### src/rtl/divider_pkg.sv
// Shared types and constants for the restoring divider.
// The optional divide-by-zero flag is controlled by DIVIDER_DIV0_FLAG_EN (see divider.sv).
package divider_pkg;

  localparam int DIVIDER_N = 8;

  typedef enum logic [1:0] {
    IDLE = 2'd0,
    CALC = 2'd1,
    DONE = 2'd2
  } state_t;

  // Counter width able to hold the value n.
  function automatic int cnt_width(input int n);
    return $clog2(n + 1);
  endfunction

endpackage

### src/rtl/divider_adder.sv
// Ripple-carry adder used by the divider as its trial subtractor (b pre-inverted, cin=1).
// Outputs are forced to zero while rst is high or en is low.
module adder #(
  parameter int W = 9
) (
  input  logic         rst,
  input  logic         en,
  input  logic [W-1:0] a,
  input  logic [W-1:0] b,
  input  logic         cin,
  output logic [W-1:0] sum,
  output logic         cout
);

  logic [W:0]   w_carry;
  logic [W-1:0] w_sum;
  logic         w_active;

  assign w_carry[0] = cin;
  assign w_active   = en & ~rst;

  for (genvar gi = 0; gi < W; gi++) begin : g_bit
    assign w_sum[gi]     = a[gi] ^ b[gi] ^ w_carry[gi];
    assign w_carry[gi+1] = (a[gi] & b[gi]) | (w_carry[gi] & (a[gi] ^ b[gi]));
  end

  assign sum  = w_active ? w_sum : '0;
  assign cout = w_active & w_carry[W];

endmodule

### src/rtl/divider.sv
// Unsigned restoring divider, one quotient bit per enabled cycle, MSB first.
// Define DIVIDER_DIV0_FLAG_EN to add the div_by_zero port and the single-cycle zero-divisor path.
module divider
  import divider_pkg::*;
#(
  parameter int n = DIVIDER_N
) (
  input  logic         clk,
  input  logic         rst,
  input  logic         en,
  input  logic         start,
  input  logic [n-1:0] dividend,
  input  logic [n-1:0] divisor,
  output logic [n-1:0] quotient,
  output logic [n-1:0] remainder,
  output logic         busy,
  output logic         done
`ifdef DIVIDER_DIV0_FLAG_EN
  ,
  output logic         div_by_zero
`endif
);

  localparam int CW = cnt_width(n);

  state_t         r_state, w_state_next;
  logic [CW-1:0]  r_count, w_count_next;
  logic [n:0]     r_prem, w_prem_next;
  logic [n-1:0]   r_dvd, w_dvd_next;
  logic [n-1:0]   r_dvs, w_dvs_next;
  logic [n-1:0]   r_quot, w_quot_next;
  logic [n-1:0]   r_rem, w_rem_next;
  logic           r_div0, w_div0_next;

  logic [2*n:0]   w_pair;
  logic [n:0]     w_shift;
  logic [n:0]     w_dvs_inv;
  logic [n:0]     w_sum;
  logic           w_cout;

  // {partial remainder, dividend} shifted as one register pair; the dividend
  // half collects quotient bits in its LSB as the old bits move out the top.
  assign w_pair    = {r_prem, r_dvd} << 1;
  assign w_shift   = w_pair[2*n:n];
  assign w_dvs_inv = ~{1'b0, r_dvs};

  adder #(.W(n + 1)) u_sub (
    .rst  (rst),
    .en   (1'b1),
    .a    (w_shift),
    .b    (w_dvs_inv),
    .cin  (1'b1),
    .sum  (w_sum),
    .cout (w_cout)
  );

  always_comb begin
    w_state_next = r_state;
    w_count_next = r_count;
    w_prem_next  = r_prem;
    w_dvd_next   = r_dvd;
    w_dvs_next   = r_dvs;
    w_quot_next  = r_quot;
    w_rem_next   = r_rem;
    w_div0_next  = r_div0;
    case (r_state)
      IDLE: begin
        if (start) begin
          w_dvd_next   = dividend;
          w_dvs_next   = divisor;
          w_prem_next  = '0;
          w_count_next = CW'(n);
          w_state_next = CALC;
`ifdef DIVIDER_DIV0_FLAG_EN
          w_div0_next  = 1'b0;
          if (divisor == '0) begin
            w_div0_next  = 1'b1;
            w_quot_next  = '1;
            w_rem_next   = dividend;
            w_count_next = '0;
            w_state_next = DONE;
          end
`endif
        end
      end
      CALC: begin
        // cout=1 means no borrow: keep the difference, quotient bit 1.
        w_prem_next  = w_cout ? w_sum : w_shift;
        w_dvd_next   = w_pair[n-1:0] | {{(n-1){1'b0}}, w_cout};
        w_count_next = r_count - CW'(1);
        if (r_count == CW'(1)) begin
          w_state_next = DONE;
          w_quot_next  = w_dvd_next;
          w_rem_next   = w_prem_next[n-1:0];
        end
      end
      DONE: begin
        w_state_next = IDLE;
      end
      default: begin
        w_state_next = IDLE;
      end
    endcase
  end

  always_ff @(posedge clk) begin
    if (rst) begin
      r_state <= IDLE;
      r_count <= '0;
      r_prem  <= '0;
      r_dvd   <= '0;
      r_dvs   <= '0;
      r_quot  <= '0;
      r_rem   <= '0;
      r_div0  <= 1'b0;
    end else if (en) begin
      r_state <= w_state_next;
      r_count <= w_count_next;
      r_prem  <= w_prem_next;
      r_dvd   <= w_dvd_next;
      r_dvs   <= w_dvs_next;
      r_quot  <= w_quot_next;
      r_rem   <= w_rem_next;
      r_div0  <= w_div0_next;
    end
  end

  assign quotient  = r_quot;
  assign remainder = r_rem;
  assign busy      = (r_state != IDLE);
  assign done      = (r_state == DONE);

`ifdef DIVIDER_DIV0_FLAG_EN
  assign div_by_zero = r_div0;
`else
  // Only the flag path reads r_div0; keep it tied off so nothing dangles.
  logic w_div0_unused;
  assign w_div0_unused = r_div0;
`endif

endmodule

### config.mk
export PLATFORM = sky130hd
export DESIGN_NAME = divider
export DESIGN_NICKNAME = d
export VERILOG_FILES = /design/src/rtl/divider_pkg.sv /design/src/rtl/divider_adder.sv /design/src/rtl/divider.sv
export SDC_FILE = /design/constraint.sdc
export NUM_CORES = 1
export LEC_CHECK = 0
export ABC_AREA = 1
export ABC_CLOCK_PERIOD_IN_PS = 3600
export CORE_ASPECT_RATIO = 1.1
export CORE_UTILIZATION = 45
export CTS_BUF_LIST = sky130_fd_sc_hd__clkbuf_4 sky130_fd_sc_hd__clkbuf_8
export DETAILED_ROUTE_END_ITERATION = 10
export PLACE_DENSITY_LB_ADDON = 0.25
export SLEW_MARGIN = 25
export SYNTH_ARGS = -nofsm -noshare
export SYNTH_HDL_FRONTEND = slang
export SYNTH_SLANG_ARGS = --single-unit
### constraint.sdc
create_clock -name clk -period 3.6 [get_ports clk]
set_input_delay 0.72 -clock clk [delete_from_list [all_inputs] [get_ports clk]]
set_output_delay 0.72 -clock clk [all_outputs]
set_load 0.02 [all_outputs]
==> out/results.ini <==
[run_status]
status = complete, but fails checks
violations = negative setup slack

[setup_path]
endpoint_kind = flip-flop
rr_startpoint = r_dvd[7]$_SDFFE_PP0P_
reg2regPathDepth = 16
r2r_slack_ns = -0.09
slowest_delay_ns = 0.37
critPathSlowestCell = fa_2
required_ns = 3.79
worstReg2RegEnd = remainder[1]$_SDFFE_PP0P_
crit_chain = inv_2, ha_4, inv_2, fa_2, fa_2, fa_2, fa_2, fa_2, fa_2, fa_2, inv_4, nand2_8, nand2_8, nand2_4, a21oi_2, nor2_1
arrival_ns = 3.88
startpoint_type = flip-flop
critPathBufInv = 3
crit_type = reg2reg
critPathTopFamily = adder cells
crit_top_cell = fa_2
path_max_fanout = 5

[global_route]
grt_max_degree = 48
grt_pass1_wl_um = 8073
grt_overflow_total = 0
antenna_found_initial = 0
grt_pass1_vias = 1759
gr-usage-all-layers = 0.2116

[drt]
drt_iter0_drc = 162
avgRoutedWirePerCell_um = 13.07
drc = 0
via_per_inst = 5.160
firstDrtPassIters = 4
final_antenna_net_count = 0
wl_um = 4824
dr_total_vias = 1904

[layout]
synthToLayoutAreaGrowth_pct = 33.02
layout.cells.non_filler = 369
antennaDiodeCount = 0
fillers = 406
register_area_um2 = 922.1
fin_nets = 342
design_area_mm2 = 0.002878
drive_gt1_frac = 0.1885
fin_util = 0.6230
multi_input_area_mm2 = 0.001227

[job]
cap_violations = 0

[sta]
finalHoldViolations = 0
grt_setup_unrepaired = true
layout_setup_ws_ns = -0.09107
whs_ns = 0.4818
tns_ns = -0.9714
setup_viol = 17
period_minus_slack_ns = 3.691
slew_violations = 0
tightest_slew_ns = 0.8191
slew_headroom = 0.4531
period_share = 1.025
finalClockSkew_ns = 0.01223
fmax_mhz = 270.9

[power]
seqPwrFrac = 0.426
p_switching_mw = 0.3511
pwr-share-comb = 0.206
clockPowerShare = 0.368
p_per_area_mw_per_mm2 = 447.7
leakage_nw = 1.089
p_int_mw = 0.9373
fin_total_pwr_mw = 1.288
irDropWorstVdd_mv = 0.2945
switching_share = 0.2725

[floorplanning]
die_y_um = 74.72
core_mm2 = 0.004619
start_util = 0.4683
io_pins = 38
num_rows = 26
dieArea_mm2 = 0.005089
die_w_um = 68.11

[cts]
cts_made_buffers = 5
clk_pin_slew_ns = 0.09
clk_latency_ns = 0.30
ctsHoldBuffers = 0
cts-root-buf = clkbuf_8
clock-sinks = 46
cts_tree = done
cts_buffer_depth = 2
htreeDepth = 2

[min_path]
min_to = r_dvd[3]$_SDFFE_PP0P_
min-delay-start = r_dvd[2]$_SDFFE_PP0P_
hold_class = reg2reg
hold_depth = 2

[yosys]
ys_types = 25
synth_top_cell_by_area = dfxtp_1
syn_inst = 275
syn_nets = 305
synth_warnings = 0
synth_area_leaders = dfxtp_1 (43%), a21oi_1 (8.6%), o21ai_0 (7.9%)
syn_area_mm2 = 0.002163
synth_area_per_cell_um2 = 7.867
synth-seq-cells = 46
yosysTopAreaCellShare = 0.4257
yosysSeqAreaShare = 0.4257

[place]
dp_hpwl_um = 3064
dp.cells = 357
place_area_mm2 = 0.002565
io_buffer_count = 37
preCtsSetupSlack_ns = -0.1613
place.gp.congestion = 0.7533

-- metal layers --
metal / GRT usage / part of all wire / wire (um) / up-vias
met5: 0 / 0 / 0 / -
met4: 0.07407 / 0.013 / 61 / 0
met1: 0.2595 / 0.44 / 2128 / 866
li1: - / - / - / 973
met2: 0.3606 / 0.49 / 2360 / 59
met3: 0.04848 / 0.056 / 272 / 6
-- how the worst max path moves through the flow --
stage / from / endpoint / slack [ns] / depth (start not counted)
2_1_floorplan: r_dvd[7]$_SDFFE_PP0P_ / quotient[0]$_SDFFE_PP0P_ / 0.04 / 16
3_3_place_gp: r_dvd[7]$_SDFFE_PP0P_ / quotient[0]$_SDFFE_PP0P_ / -0.11 / 16
3_5_place_dp: r_dvd[7]$_SDFFE_PP0P_ / remainder[1]$_SDFFE_PP0P_ / -0.16 / 16
4_1_cts: r_dvd[7]$_SDFFE_PP0P_ / r_prem[5]$_SDFFE_PP0P_ / -0.05 / 16
5_1_grt: r_dvd[7]$_SDFFE_PP0P_ / remainder[1]$_SDFFE_PP0P_ / -0.20 / 16
6_report: r_dvd[7]$_SDFFE_PP0P_ / remainder[1]$_SDFFE_PP0P_ / -0.09 / 16
-- flip-flops by register name, summed over array words and instances, names as in the netlist --
signal and count:
quotient 8, r_dvd 8, r_prem 8, r_state 2, r_dvs 8, remainder 8
r_count 4
-- final cells by class --
type                            instances  share of cell area
Multi-Input combinational cell        187              0.4265
Sequential cell                        46              0.3204
Clock buffer                            6             0.02870
Clock inverter                          2             0.02087
Timing Repair Buffer                   39              0.1339
Inverter                               33             0.04522
Tap cell                               56             0.02435
-- repair_timing --
action / in CTS / in global routing
gates cloned: 2 / 0
setup buffers: 1 / 1
pin swaps: 6 / 12
setup endpoints to repair: 18 / 18
resized for setup: 26 / 11
-- worst min-delay path, delay by kind of cell, from the launching register on --
kind               cells  cell delay (ns)
AOI/OAI and AO/OA      1             0.05
DFF                    1             0.33
and+or+nand+nor        1             0.06
-- cell families (layout without fill, tap and decap cells) --
family                   after synthesis  count (layout)  synth area share
AND/OR/NAND/NOR                       95              97            0.2030
adder cells (fa/ha/maj)               10              10           0.08213
flip-flops                            46              46            0.4257
AO/OA/AOI/OAI                         80              80            0.2007
buffers and inverters                 44              80           0.08849
-- layout by cell type (no fill, tap or decap) --
master | Yosys | layout
o21ai_2 | 1 | 1
clkbuf_8 | 0 | 6
inv_2 | 2 | 4
dfxtp_1 | 46 | 45
buf_4 | 1 | 2
nor2_4 | 1 | 1
a21oi_1 | 37 | 35
fa_2 | 0 | 7
bufinv_16 | 0 | 2
ha_4 | 0 | 1
nor2_8 | 1 | 1
nand3b_1 | 7 | 7
nand2_4 | 1 | 9
nand3_2 | 0 | 4
clkdlybuf4s50_1 | 0 | 37
inv_1 | 30 | 26
o21ai_0 | 34 | 33
nand2_2 | 2 | 3
nand2_8 | 0 | 3
o21ai_1 | 0 | 1
nand3_1 | 14 | 10
a21oi_2 | 8 | 10
nand2_1 | 36 | 26
ha_1 | 3 | 2
inv_4 | 0 | 2
dfxtp_2 | 0 | 1
nor2_2 | 1 | 1
nor2_1 | 32 | 32
clkinv_2 | 1 | 1
-- cells in the mapped netlist --
cell and number:
a21oi_1 37, a21oi_2 8, buf_1 1, buf_2 4
buf_4 1, buf_6 2, clkbuf_1 2, clkbuf_2 1
clkinv_2 1, dfxtp_1 46, fa_1 7, ha_1 3
inv_1 30, inv_2 2, nand2_1 36, nand2_2 2
nand2_4 1, nand3_1 14, nand3b_1 7, nor2_1 32
nor2_2 1, nor2_4 1, nor2_8 1, o21ai_0 34
o21ai_2 1
-- power groups by stage --
stage          clock [mW]  combinational [mW]  sequential, mW
3_3_place_gp            0               0.206           0.559
5_1_grt             0.508               0.293           0.552
2_1_floorplan           0               0.149           0.560
6_report            0.474               0.265           0.549
4_1_cts             0.480               0.236           0.549
3_5_place_dp            0               0.209           0.560
No activity file was read; power rests on OpenSTA's default activity.
